**config.mk**
```make
export PLATFORM = sky130hd
export DESIGN_NAME = ro_puf_eval
export DESIGN_NICKNAME = d
export VERILOG_FILES = /design/src/rtl/ro_puf_eval.sv
export SDC_FILE = /design/constraint.sdc
export NUM_CORES = 1
export LEC_CHECK = 0
export ABC_AREA = 1
export CAP_MARGIN = 5
export CORE_MARGIN = 2
export CORE_UTILIZATION = 45
export DETAILED_ROUTE_END_ITERATION = 6
export DONT_BUFFER_PORTS = 1
export HOLD_SLACK_MARGIN = 0.12
export PLACE_DENSITY = 0.59
export SLEW_MARGIN = 20
export SYNTH_ARGS = -nofsm -noshare
export SYNTH_HDL_FRONTEND = slang
export SYNTH_SLANG_ARGS = --single-unit
```
**constraint.sdc**
```tcl
create_clock -name clk -period 4.9 [get_ports clk]
set_input_delay 0.735 -clock clk [delete_from_list [all_inputs] [get_ports clk]]
set_output_delay 0.735 -clock clk [all_outputs]
set_load 0.01 [all_outputs]
```
**src/rtl/ro_puf_eval.sv**
```systemverilog
// ro_puf_eval: ring-oscillator PUF evaluation engine comparing challenge-selected oscillator pairs
// Ports:
//   clk, rst_n          clock; asynchronous active-high reset
//   start               evaluation request, sampled in IDLE only
//   challenge, window   base oscillator index and count-window length, captured on start
//   ro_in               raw oscillator outputs, asynchronous to clk
//   ro_en               enables for the pair under evaluation
//   busy, resp_valid    evaluation in progress; one-cycle completion pulse
//   resp, tie           per-bit response and equal-count flag
//   count_a, count_b    raw pair counts from the most recent compare
module ro_puf_eval #(
   parameter int NUM_RO     = 16,
   parameter int SEL_W      = 4,
   parameter int CNT_W      = 12,
   parameter int WIN_W      = 10,
   parameter int SETTLE_CYC = 4,
   parameter int RESP_BITS  = 8
) (
   input  logic                 clk,
   input  logic                 rst_n,
   input  logic                 start,
   input  logic [SEL_W-1:0]     challenge,
   input  logic [WIN_W-1:0]     window,
   input  logic [NUM_RO-1:0]    ro_in,
   output logic [NUM_RO-1:0]    ro_en,
   output logic                 busy,
   output logic                 resp_valid,
   output logic [RESP_BITS-1:0] resp,
   output logic [RESP_BITS-1:0] tie,
   output logic [CNT_W-1:0]     count_a,
   output logic [CNT_W-1:0]     count_b
);
   localparam int KW = RESP_BITS > 1 ? $clog2(RESP_BITS) : 1;
   localparam int SW = $clog2(SETTLE_CYC + 1);
   localparam int CW = WIN_W > SW ? WIN_W : SW;
   typedef enum logic [2:0] {IDLE, SETTLE, COUNT, COMPARE, DONE} state_t;
   state_t state, state_nx;
   logic [NUM_RO-1:0] s1, s2, s3, ev;
   logic [SEL_W-1:0] chal, a, b;
   logic [WIN_W-1:0] win;
   logic [KW-1:0] k;
   logic [CW-1:0] cyc, win_last;
   logic [CNT_W-1:0] cnt_a, cnt_b;
   logic [RESP_BITS-1:0] bit_k;
   logic last_cyc, last_bit;
   // pair indices wrap naturally in SEL_W bits
   assign a = chal + SEL_W'({k, 1'b0});
   assign b = a + SEL_W'(1);
   assign ev = s2 & ~s3;
   // a window of 0 runs for one cycle, same as 1
   assign win_last = (win == '0) ? '0 : CW'(win) - CW'(1);
   assign last_cyc = (state == SETTLE) ? (cyc == CW'(SETTLE_CYC - 1)) : (cyc == win_last);
   assign last_bit = (k == KW'(RESP_BITS - 1));
   assign bit_k = RESP_BITS'(1) << k;
   assign busy = (state != IDLE);
   assign resp_valid = (state == DONE);
   assign ro_en = (state == SETTLE || state == COUNT) ? ((NUM_RO'(1) << a) | (NUM_RO'(1) << b)) : '0;
   always_ff @(posedge clk or posedge rst_n) begin
      if (rst_n) begin
         s1 <= '0;
         s2 <= '0;
         s3 <= '0;
      end else begin
         s1 <= ro_in;
         s2 <= s1;
         s3 <= s2;
      end
   end
   always_ff @(posedge clk or posedge rst_n) begin
      if (rst_n) state <= IDLE;
      else state <= state_nx;
   end
   always_comb begin
      state_nx = state;
      case (state)
         IDLE:    state_nx = start ? SETTLE : IDLE;
         SETTLE:  state_nx = last_cyc ? COUNT : SETTLE;
         COUNT:   state_nx = last_cyc ? COMPARE : COUNT;
         COMPARE: state_nx = last_bit ? DONE : SETTLE;
         default: state_nx = IDLE;
      endcase
   end
   always_ff @(posedge clk or posedge rst_n) begin
      if (rst_n) begin
         chal    <= '0;
         win     <= '0;
         k       <= '0;
         cyc     <= '0;
         cnt_a   <= '0;
         cnt_b   <= '0;
         resp    <= '0;
         tie     <= '0;
         count_a <= '0;
         count_b <= '0;
      end else begin
         cyc <= (state != state_nx) ? '0 : cyc + CW'(1);
         case (state)
            IDLE: if (start) begin
               chal  <= challenge;
               win   <= window;
               k     <= '0;
               cnt_a <= '0;
               cnt_b <= '0;
            end
            COUNT: begin
               if (ev[a] && cnt_a != '1) cnt_a <= cnt_a + CNT_W'(1);
               if (ev[b] && cnt_b != '1) cnt_b <= cnt_b + CNT_W'(1);
            end
            COMPARE: begin
               resp    <= (resp & ~bit_k) | ((cnt_a > cnt_b) ? bit_k : '0);
               tie     <= (tie & ~bit_k) | ((cnt_a == cnt_b) ? bit_k : '0);
               count_a <= cnt_a;
               count_b <= cnt_b;
               cnt_a   <= '0;
               cnt_b   <= '0;
               if (!last_bit) k <= k + KW'(1);
            end
            default: ;
         endcase
      end
   end
endmodule

```
# Word-level counts from Yosys, hierarchy flattened
# Index checks and enable logic that the tools add are counted.
[word_totals] wordCells=85 inputBits=33 reg_bits=142 out_inout_bits=58
[classes] shift=3 n_reduce_logical=12 bitwise=8 n_addsub=7 eq_ne=15 order_cmp=3 muxes=23
[ops] op="case mux 12 bit (3 select lines)" n=2
[ops] op="2-to-1 mux 12 bit" n=3
[ops] op="<< shifter 1 x 4 -> 16 bit (first input constant)" n=2
[ops] op="adder 12 x 1 -> 12 bit (second input constant)" n=2
[ops] op="inequality test 12 bit (second input constant)" n=2
[ops] op="2-to-1 mux 10 bit" n=2
[ops] op="bitwise AND 16 bit" n=1
[ops] op="bitwise AND 8 bit" n=2
[ops] op="2-to-1 mux 16 bit" n=1
[ops] op="2-to-1 mux 8 bit" n=2
[ops] op="inverter 16 bit" n=1
[ops] op="OR 16 bit" n=1
[ops] op="OR 8 bit" n=2
[ops] op="== test 12 bit" n=1
[ops] op="greater-than comparator 12 bit" n=1
[ops] op="case mux 3 bit (4 select lines)" n=1
[ops] op="adder 10 x 1 -> 10 bit (second input constant)" n=1
[ops] op="== test 10 bit" n=1
[ops] op="== test 10 x 2 -> 1 bit (second input constant)" n=1
[ops] op="zero test 10 bit" n=1
[ops] op="less-than comparator 4 x 5 -> 1 bit (second input constant)" n=2
[ops] op="subtractor 10 x 1 -> 10 bit (second input constant)" n=1
[ops] op="2-to-1 mux 3 bit" n=3
[ops] op="AND reduction 3 bit" n=3
[ops] op="other kinds (21)" n=32

# Depth between registers and ports, before layout
# Gate-level depths: netlist of run 1.
[logic_depth] depth_word=8 ltp_mapped=18 depth_no_buf=18

# Worst setup path before layout of run 1
# No wires, ideal clock.
[synth_timing] path_kind="reg-to-output" start="register k[0]" end="output ro_en[0]" path_slack_ps=1929 n_path_buf=1 stages_incl_launch_ff=9 arrival_time_ps=2236 required_time_ps=4165 path_cell_list="dfrtp_1 ha_1 fa_1 buf_4 inv_4 nor3_4 xor2_2 nand3_1 a21oi_1"
[synth_via] elab_chain_len=5 elab_cells_between_ends=6 classes_between="2 x add/sub; 2 x shift; 1 x mux; 1 x bitwise"
[synth_rtl] element="start, declared" line_no="41" text="logic [KW-1:0] k;"
[synth_rtl] element="start signal, assigned" line_no="116" text="if (!last_bit) k <= k + KW'(1);"
[synth_rtl] element="adder 4 bit (*)" line_no="47" text="assign a = chal + SEL_W'({k, 1'b0});"
[synth_rtl] element="adder 4 x 1 -> 4 bit" line_no="48" text="assign b = a + SEL_W'(1);"
[synth_rtl] element="<< shifter 1 x 4 -> 16 bit" line_no="57" text="assign ro_en = (state == SETTLE || state == COUNT) ? ((NUM_RO'(1) << a) | (NUM_RO'(1) << b)) : '0;"
[synth_rtl] element="OR 16 bit (*)" line_no="57"
[synth_rtl] element="2-to-1 mux 16 bit (*)" line_no="57"
[synth_rtl] element="end, declared" line_no="25" text="output logic [NUM_RO-1:0] ro_en,"
# Mark *: on every way between the ends. The rest lies on a longest branch, timed or not.

# Final worst setup path of run 1
[layout_timing] start="register k[0]" end="output ro_en[4]"
# The elaborated chain is that of the path after synthesis.

==> impl_metrics.py, run 1 <==
metrics = {
    "die": {
        "start_util_pct": 45.9,
        "pin_count": 91,
        "die_w_um": 129,
        "dieHeight_um": 129,
        "die-area_um2": 16500,
        "core_area_um2": 15200,
        "rows": 45,
    },
    "worst_setup_path": {
        "rrSetupSlack_ps": 1400,
        "crit_buf_inv": 1,
        "path_max_fanout": 10,
        "crit_chain": "ha_1 > fa_1 > inv_4 > nor3_4 > xor2_2 > nand3_1 > a21oi_1",
        "slowest_delay_ps": 770,
        "critPathTopFamily": "adder cells",
        "cp.required_ps": 4160,
        "critPathArrivalTime_ps": 3130,
        "worstSetupStartpointType": "flop",
        "reg2reg_from": "k[0]$_DFFE_PP0P_",
        "slowest_stage": "fa_1",
        "crit_path_end_kind": "output port",
        "critical_path_class": "reg2out",
        "reg2regPathDepth": 13,
        "r2r-end": "cnt_b[8]$_DFFE_PP0P_",
    },
    "power": {
        "p_sw_uw": 857,
        "p_leak_nw": 3.79,
        "vdd_drop_max_mv": 0.319,
        "seq_power_share_pct": 45.4,
        "combPwrFrac_pct": 13.6,
        "sw_frac_of_total_pct": 29.0,
        "p_int_mw": 2.10,
        "pwr-share-clk_pct": 41.0,
        "p_per_area_nw_per_um2": 385,
    },
    "finish": {
        "syn2layout_area_growth_pct": 10.3,
        "final_cell_area_um2": 7700,
        "n_antenna_cell": 0,
        "final_layout_size_suffix_gt1_share_pct": 6.80,
        "fin_nets": 893,
    },
    "timing": {
        "slew_viol_final": 0,
        "max_clock_freq_mhz": 259,
        "setup_viol": 0,
        "period_minus_slack_ps": 3860,
        "final_hold_viol_count": 0,
        "slew_headroom_pct": 36.6,
        "finalCritPeriodShare_pct": 78.8,
        "fin_setup_tns_ps": 0,
        "rsz0062_at_grt": "no",
        "tightestPinTransition_ps": 942,
        "fin_worst_skew_ps": 12.3,
    },
    "worst_hold_path": {
        "hold_class": "in2reg",
        "holdPathStages": 0,
        "min_from": "ro_in[12]",
        "holdPathEnd": "s1[12]$_DFF_PP0_",
    },
    "placement": {
        "dp_hpwl_um": 11100,
        "gp_congestion": 0.890,
        "placed_area_um2": 7150,
        "io_buffers": 0,
    },
    "outcome": {
        "outcome": "complete, no violations",
    },
    "cts": {
        "cts_tree": "done",
        "clock_sink_count": 142,
        "root_buffer": "clkbuf_16",
        "h-tree-depth": 4,
        "post_cts_resized": 0,
        "numCtsBuffers": 17,
        "clkTransAtPathRegs_ps": 60,
        "cts_setup_buffers": 0,
        "cts_buffer_depth": 2,
        "ctsHoldBuffers": 0,
        "worstSkewPairLatency_ps": 420,
    },
    "route": {
        "vias": 5448,
        "wl_um": 15200,
        "postRouteAntennaNets": 0,
        "dr.pass1.iters": 6,
        "wl_per_cell_um": 14.8,
        "routed_via_density": 5.31,
        "drc": 0,
        "drt_first_iter_violations": 316,
    },
    "logic_synthesis": {
        "syn_area_per_cell_um2": 8.46,
        "async_flop_share_pct": 100,
        "syn_area_um2": 6980,
        "ys_ff_latch": 142,
        "yosysSeqAreaShare_pct": 50.9,
        "synth_edf_count": 0,
        "synth.top_cell.area_share_pct": 50.9,
        "syn-instance-count": 825,
        "yosys_warnings": 0,
        "synthTopCellsByCount": "nand2_1, dfrtp_1, inv_1",
        "synth.area.top_cells": "dfrtp_1, nand2_1, nand3_1",
        "synth_flop_cell": "dfrtp_1",
        "netlist-cell-type-count": 43,
        "yosys.area.top_type": "dfrtp_1",
        "yosysMostFrequentCell": "nand2_1",
        "synth_fp_nets": 892,
    },
    "global_routing": {
        "grt_max_degree": 105,
        "grt_pass1_vias": 5156,
        "antenna_found_initial": 0,
        "grt_usage_pct": 19.3,
        "gr-total-overflow": 0,
        "grt_pass1_wl_um": 24900,
    },
    "job": {
        "cap_violations": 0,
    },
}
## layout make-up
type / count / area (µm²)
clock buffer: 18 / 439
clock inverter: 13 / 115
fill: 1428 / 7500
inverter: 96 / 368
multi-input combinational: 567 / 2980
sequential: 142 / 3550
tap: 188 / 235
timing repair buffer: 2 / 15.0
## how the worst max path moves through the flow
stage,start,end,slack (ps),depth (start not counted)
6_report,k[0]$_DFFE_PP0P_,ro_en[4],1040,7
5_1_grt,k[0]$_DFFE_PP0P_,ro_en[7],850,7
4_1_cts,k[0]$_DFFE_PP0P_,ro_en[1],1050,7
3_5_place_dp,k[0]$_DFFE_PP0P_,cnt_b[8]$_DFFE_PP0P_,1480,13
3_3_place_gp,k[0]$_DFFE_PP0P_,cnt_b[8]$_DFFE_PP0P_,1680,12
2_1_floorplan,rst_n,async pin,360,1
## per-layer routing
metal / wire, µm / GRT usage (%) / share of wire [%] / up-vias
li1: - / - / - / 2695
met1: 7190 / 26.3 / 47 / 2543
met2: 6800 / 29.1 / 45 / 177
met3: 896 / 5.41 / 5.9 / 33
met4: 315 / 8.06 / 2.1 / 0
met5: 0 / 0 / 0 / -
## cell families after synthesis
kind of cell             after synthesis  share of synthesized area [%]
flip-flops                           142                           50.9
adder cells (fa/ha/maj)               34                           6.20
AND/OR/NAND/NOR                      384                           23.9
AO/OA/AOI/OAI                        128                           9.59
multiplexers                           3                          0.484
XOR/XNOR                              18                           2.47
buffers and inverters                116                           6.49
## metrics by stage
stage / power, mW / hold WS, ps / worst slack (ps) / utilization [%] / instances
after floorplan: 1.65 / 331 / 355 / - / 825
after global placement: 1.75 / 335 / 1680 / 47.0 / 995
after detailed placement: 1.77 / 335 / 1480 / 47.0 / 995
after CTS: 2.99 / 318 / 1050 / 50.7 / 1026
after global routing: 3.13 / 309 / 847 / 50.7 / 1026
final: 2.96 / 339 / 1040 / 50.7 / 1026
## power groups by stage
stage | clock network, mW | registers, mW | logic (mW)
4_1_cts | 1.24 | 1.34 | 0.406
3_5_place_dp | 0 | 1.37 | 0.404
3_3_place_gp | 0 | 1.36 | 0.386
5_1_grt | 1.30 | 1.36 | 0.470
6_report | 1.21 | 1.34 | 0.404
2_1_floorplan | 0 | 1.34 | 0.308
## cell usage in the layout, fill, tap and decap left out, types with 2 or more instances in the layout
| cell type | synthesis | routed |
|---|---|---|
| nand4_1 | 10 | 10 |
| a21oi_1 | 44 | 44 |
| buf_4 | 2 | 2 |
| o21ai_0 | 72 | 72 |
| nor4_1 | 2 | 2 |
| o31ai_1 | 2 | 2 |
| mux2_2 | 3 | 3 |
| nand3_2 | 2 | 2 |
| nor3_1 | 19 | 19 |
| nand2_2 | 4 | 4 |
| clkinv_2 | 0 | 4 |
| o21ai_1 | 2 | 2 |
| nand3_1 | 88 | 88 |
| clkinvlp_4 | 0 | 4 |
| clkbuf_16 | 0 | 17 |
| nand2_1 | 190 | 190 |
| xor2_1 | 13 | 13 |
| dfrtp_1 | 142 | 142 |
| inv_1 | 90 | 88 |
| ha_1 | 33 | 33 |
| inv_6 | 0 | 4 |
| nor2_1 | 62 | 62 |
| o211ai_1 | 2 | 2 |
| xnor2_1 | 3 | 3 |
| inv_2 | 4 | 5 |
Note: power is estimated with default switching activity, not from simulation.
==> run 2, diff against run 1 <==
--- a/config.mk
+++ b/config.mk
@@ -12,7 +12,7 @@
 export DETAILED_ROUTE_END_ITERATION = 6
 export DONT_BUFFER_PORTS = 1
 export HOLD_SLACK_MARGIN = 0.12
-export PLACE_DENSITY = 0.59
+export PLACE_DENSITY = 0.61
 export SLEW_MARGIN = 20
 export SYNTH_ARGS = -nofsm -noshare
 export SYNTH_HDL_FRONTEND = slang
==> constraint.sdc (replaced) <==
create_clock -name clk -period 3.3 [get_ports clk]
set_input_delay 0.495 -clock clk [delete_from_list [all_inputs] [get_ports clk]]
set_output_delay 0.495 -clock clk [all_outputs]
set_load 0.01 [all_outputs]
==> impl_metrics.py, run 2 (synthesis gave the netlist of run 1 again) <==
metrics = {
    "outcome": {
        "outcome": "complete, no violations",
    },
    "finish": {
        "n_antenna_cell": 0,
        "final_layout_size_suffix_gt1_share_pct": 11.4,
        "final_common_cell": "nand2_1",
        "fin_nets": 930,
        "layout_common_cells": "nand2_1, dfrtp_1, inv_1",
        "syn2layout_area_growth_pct": 17.1,
        "fill_cells": 1432,
        "fin_util_pct": 53.8,
    },
    "route": {
        "wl_um": 15700,
        "postRouteAntennaNets": 0,
        "wl_per_cell_um": 14.7,
        "vias": 5607,
        "dr.pass1.iters": 5,
        "drc": 0,
        "routed_via_density": 5.27,
        "drt_first_iter_violations": 352,
    },
    "timing": {
        "fin_worst_skew_ps": 10.4,
        "max_clock_freq_mhz": 312,
        "slew_headroom_pct": 33.3,
        "final_hold_viol_count": 0,
        "tightestPinTransition_ps": 989,
        "finalCritPeriodShare_pct": 97.0,
        "period_minus_slack_ps": 3200,
        "slew_viol_final": 0,
        "setup_viol": 0,
        "setup_slack_ps": 97.7,
    },
    "die": {
        "die_w_um": 129,
        "start_util_pct": 45.9,
        "rows": 45,
        "die-area_um2": 16500,
        "core_area_um2": 15200,
        "dieHeight_um": 129,
        "pin_count": 91,
    },
    "cts": {
        "clkTransAtPathRegs_ps": 60,
        "cts_buffer_depth": 2,
        "numCtsBuffers": 17,
        "cts_tree": "done",
        "worstSkewPairLatency_ps": 420,
        "root_buffer": "clkbuf_16",
        "clock_sink_count": 142,
        "h-tree-depth": 4,
    },
    "global_routing": {
        "antenna_found_initial": 0,
        "grt_pass1_wl_um": 25700,
        "grt_max_degree": 50,
        "grt_pass1_vias": 5284,
        "grt_usage_pct": 19.8,
        "gr-total-overflow": 0,
    },
    "worst_setup_path": {
        "rrSetupSlack_ps": 270,
        "reg2reg_from": "k[0]$_DFFE_PP0P_",
        "critical_path_class": "reg2out",
        "cp-startpoint": "k[0]$_DFFE_PP0P_",
        "path_max_fanout": 10,
        "r2r-end": "cnt_b[8]$_DFFE_PP0P_",
        "critPathArrivalTime_ps": 2710,
        "crit_path_end_kind": "output port",
        "cp.required_ps": 2800,
        "worstSetupStartpointType": "flop",
        "reg2regPathDepth": 16,
    },
    "placement": {
        "dp_slack_ps": 165,
        "io_buffers": 0,
        "dp_hpwl_um": 11500,
        "gp_congestion": 0.897,
    },
    "power": {
        "sw_frac_of_total_pct": 28.9,
        "vdd_drop_max_mv": 0.453,
        "seq_power_share_pct": 45.2,
        "pwr-share-clk_pct": 40.8,
        "combPwrFrac_pct": 14.0,
        "p_per_area_nw_per_um2": 542,
        "p_leak_nw": 3.95,
        "p_int_mw": 3.15,
        "p_sw_mw": 1.28,
    },
    "job": {
        "cap_violations": 0,
    },
    "worst_hold_path": {
        "hold_class": "in2async",
    },
}
-- run 2: timing repair --
item	in CTS	in global routing
cloned	0	1
pin swaps	1	10
setup endpoints to repair	16	16
endpoints found under the hold margin	16	0
buffers inserted	1	8
resized for setup	10	22
hold buffers	16	0
-- run 2: layer usage --
layer / track usage (%) / vias to the layer above / wire [µm]
met2: 31.5 / 144 / 7360
met3: 5.95 / 22 / 872
met1: 26.2 / 2669 / 7200
met4: 6.07 / 0 / 252
li1: - / 2772 / -
met5: 0 / - / 0
-- run 2: how the worst max path moves through the flow --
stage,to,depth (start not counted)
5_1_grt,ro_en[11],9
2_1_floorplan,ro_en[0],8
6_report,ro_en[11],9
3_5_place_dp,cnt_b[8]$_DFFE_PP0P_,13
3_3_place_gp,cnt_b[8]$_DFFE_PP0P_,12
4_1_cts,ro_en[4],8
-- run 2: power groups by stage --
stage          Combinational (mW)  Sequential (mW)  Clock [mW]
2_1_floorplan               0.458             1.99           0
3_3_place_gp                0.579             2.02           0
3_5_place_dp                0.608             2.03           0
6_report                    0.621             2.00        1.81
5_1_grt                     0.721             2.02        1.94
4_1_cts                     0.629             2.00        1.85
-- run 2: area by class of cell --
type	instances	area (µm²)	area share, %
Clock buffer	20	447	5.46
Clock inverter	12	113	1.38
Inverter	96	369	4.51
Multi-Input combinational cell	568	3110	38.1
Sequential cell	142	3550	43.5
Tap cell	188	235	2.88
Timing Repair Buffer	38	345	4.22
-- run 2: critical path: stages, from the launching register on --
cell and delay [ps]:
dfrtp_2 430, ha_2 190, fa_2 660, inv_6 80
nor3_4 120, buf_6 170, xnor2_4 180, buf_6 170
nand3_2 80, a21oi_4 200
-- run 2: per-stage QoR --
stage / TNS, ps / hold slack, ps / power, mW / instance area (µm²) / std cells
after floorplan: 0 / 331 / 2.45 / 6990 / 825
after global placement: 0 / 334 / 2.60 / 7240 / 1006
after detailed placement: 0 / 335 / 2.63 / 7240 / 1006
after CTS: 0 / 154 / 4.48 / 8010 / 1055
after global routing: -10.1 / 196 / 4.68 / 8180 / 1064
final: 0 / 148 / 4.43 / 8180 / 1064
==> run 3, diff against run 2 <==
--- a/config.mk
+++ b/config.mk
@@ -7,7 +7,7 @@
 export LEC_CHECK = 0
 export ABC_AREA = 1
 export CAP_MARGIN = 5
-export CORE_MARGIN = 2
+export CORE_MARGIN = 4
 export CORE_UTILIZATION = 45
 export DETAILED_ROUTE_END_ITERATION = 6
 export DONT_BUFFER_PORTS = 1
==> impl_metrics.py, run 3 (synthesis gave the netlist of run 1 again) <==
metrics = {
    "worst_setup_path": {
        "cp.required_ps": 2800,
        "rrSetupSlack_ps": 280,
        "crit_buf_inv": 2,
        "critical_path_class": "reg2out",
        "slowest_delay_ps": 640,
        "slowest_stage": "fa_2",
        "path_max_fanout": 11,
        "crit_path_end_kind": "output port",
        "crit_chain": "ha_1 > fa_2 > ha_2 > clkinv_1 > buf_4 > nand3_1 > a21oi_2",
        "critPathTopFamily": "adder cells",
        "reg2reg_from": "k[0]$_DFFE_PP0P_",
        "r2r-end": "cnt_b[8]$_DFFE_PP0P_",
        "worstSetupStartpointType": "flop",
        "crit_path_end": "ro_en[1]",
        "crit_cells": 7,
        "cp-startpoint": "k[0]$_DFFE_PP0P_",
        "reg2regPathDepth": 15,
        "critPathArrivalTime_ps": 2730,
    },
    "route": {
        "postRouteAntennaNets": 0,
        "vias": 5554,
        "wl_per_cell_um": 14.8,
        "dr.pass1.iters": 5,
        "drc": 0,
        "wl_um": 15700,
        "routed_via_density": 5.25,
        "drt_first_iter_violations": 349,
    },
    "cts": {
        "worstSkewPairLatency_ps": 420,
        "numCtsBuffers": 17,
        "cts_buffer_depth": 2,
        "clock_sink_count": 142,
        "clkTransAtPathRegs_ps": 60,
        "root_buffer": "clkbuf_16",
        "h-tree-depth": 4,
        "cts_tree": "done",
    },
    "global_routing": {
        "grt_pass1_vias": 5353,
        "grt_usage_pct": 18.5,
        "busiest_layer": "met2",
        "grt_use_met1_pct": 25.8,
        "grt_pass1_wl_um": 26500,
        "grt.met2_usage_pct": 28.0,
        "grt_use_met3_pct": 5.44,
        "grt_max_degree": 51,
        "gr-total-overflow": 0,
        "antenna_found_initial": 0,
    },
    "finish": {
        "layout_common_cells": "nand2_1, dfrtp_1, inv_1",
        "n_antenna_cell": 0,
        "final_layout_size_suffix_gt1_share_pct": 9.66,
        "final_common_cell": "nand2_1",
        "syn2layout_area_growth_pct": 15.9,
        "fin_util_pct": 53.2,
        "fin_nets": 925,
    },
    "timing": {
        "finalCritPeriodShare_pct": 97.8,
        "slew_viol_final": 0,
        "fin_setup_tns_ps": 0,
        "fin_worst_skew_ps": 11.0,
        "final_hold_viol_count": 0,
        "whs_ps": 228,
        "slew_headroom_pct": 36.8,
        "setup_viol": 0,
        "tightestPinTransition_ps": 937,
        "period_minus_slack_ps": 3230,
        "max_clock_freq_mhz": 310,
    },
    "placement": {
        "dp_hpwl_um": 11500,
        "io_buffers": 0,
        "gp_congestion": 0.888,
    },
    "outcome": {
        "outcome": "complete, no violations",
    },
    "die": {
        "start_util_pct": 45.9,
        "die_w_um": 133,
        "pin_count": 91,
        "core_area_um2": 15200,
        "dieHeight_um": 133,
        "rows": 45,
        "die-area_um2": 17600,
    },
    "power": {
        "vdd_drop_max_mv": 0.348,
        "p_leak_nw": 3.94,
        "p_per_area_nw_per_um2": 544,
    },
    "job": {
        "cap_violations": 0,
    },
    "worst_hold_path": {
        "hold_class": "in2reg",
    },
}
==> run 3: cell types whose count changed in the layout (fill, tap and decap cells not counted), sizes merged <==
| cell | previous run | this run |
|---|---|---|
| inv | 96 | 97 |
| clkinvlp | 6 | 4 |
| dlygate4sd3 | 16 | 17 |
| clkinv | 5 | 7 |
| clkbuf | 20 | 18 |
| buf | 22 | 16 |
==> run 3: final cells by class <==
class | count | area [µm²]
inverters | 96 | 367
clock buffers | 18 | 429
repair buffers | 33 | 328
multi-input cells | 568 | 3060
fillers | 1392 | 7110
clock inverters | 13 | 116
well taps | 188 | 235
flip-flops and latches | 142 | 3550
==> run 3: worst min-delay path by stage <==
stage | slack [ps] | startpoint | end | depth (start not counted)
floorplan | 330 | s1[0]$_DFF_PP0_ | s2[0]$_DFF_PP0_ | 0
global placement | 330 | s1[15]$_DFF_PP0_ | s2[15]$_DFF_PP0_ | 0
detailed placement | 330 | s1[3]$_DFF_PP0_ | s2[3]$_DFF_PP0_ | 0
CTS | 190 | rst_n | s2[11]$_DFF_PP0_ | 1
global route | 210 | challenge[1] | chal[1]$_DFFE_PP0P_ | 1
finish | 230 | challenge[3] | chal[3]$_DFFE_PP0P_ | 1
==> run 3: power breakdown <==
part	switching [mW]	leakage, nW	internal (mW)
Sequential	0.127	1.71	1.87
Combinational	0.405	1.96	0.219
Clock	0.748	0.263	1.03
==> run 3: metrics by stage <==
step / worst slack (ps) / area [µm²] / total power, mW / std cells
after global routing: -34.8 / 8090 / 4.67 / 1058
after floorplan: 569 / 6990 / 2.45 / 825
final: 73.5 / 8090 / 4.41 / 1058
after global placement: 246 / 7230 / 2.60 / 1003
after detailed placement: 101 / 7230 / 2.64 / 1003
after CTS: 2.62 / 7980 / 4.45 / 1052
==> run 3: timing repair <==
action	CTS	global route
pin swaps	3	2
hold endpoints to repair	16	16
buffers inserted	2	3
setup endpoints to repair	16	16
hold buffers	16	1
resized for setup	6	10
gates cloned	0	1
==> run 3: routing by layer <==
| layer | routed length (µm) | part of all wire [%] |
|---|---|---|
| met5 | 0 | 0 |
| met4 | 299 | 1.9 |
| met3 | 980 | 6.2 |
| met2 | 7170 | 46 |
| met1 | 7240 | 46 |
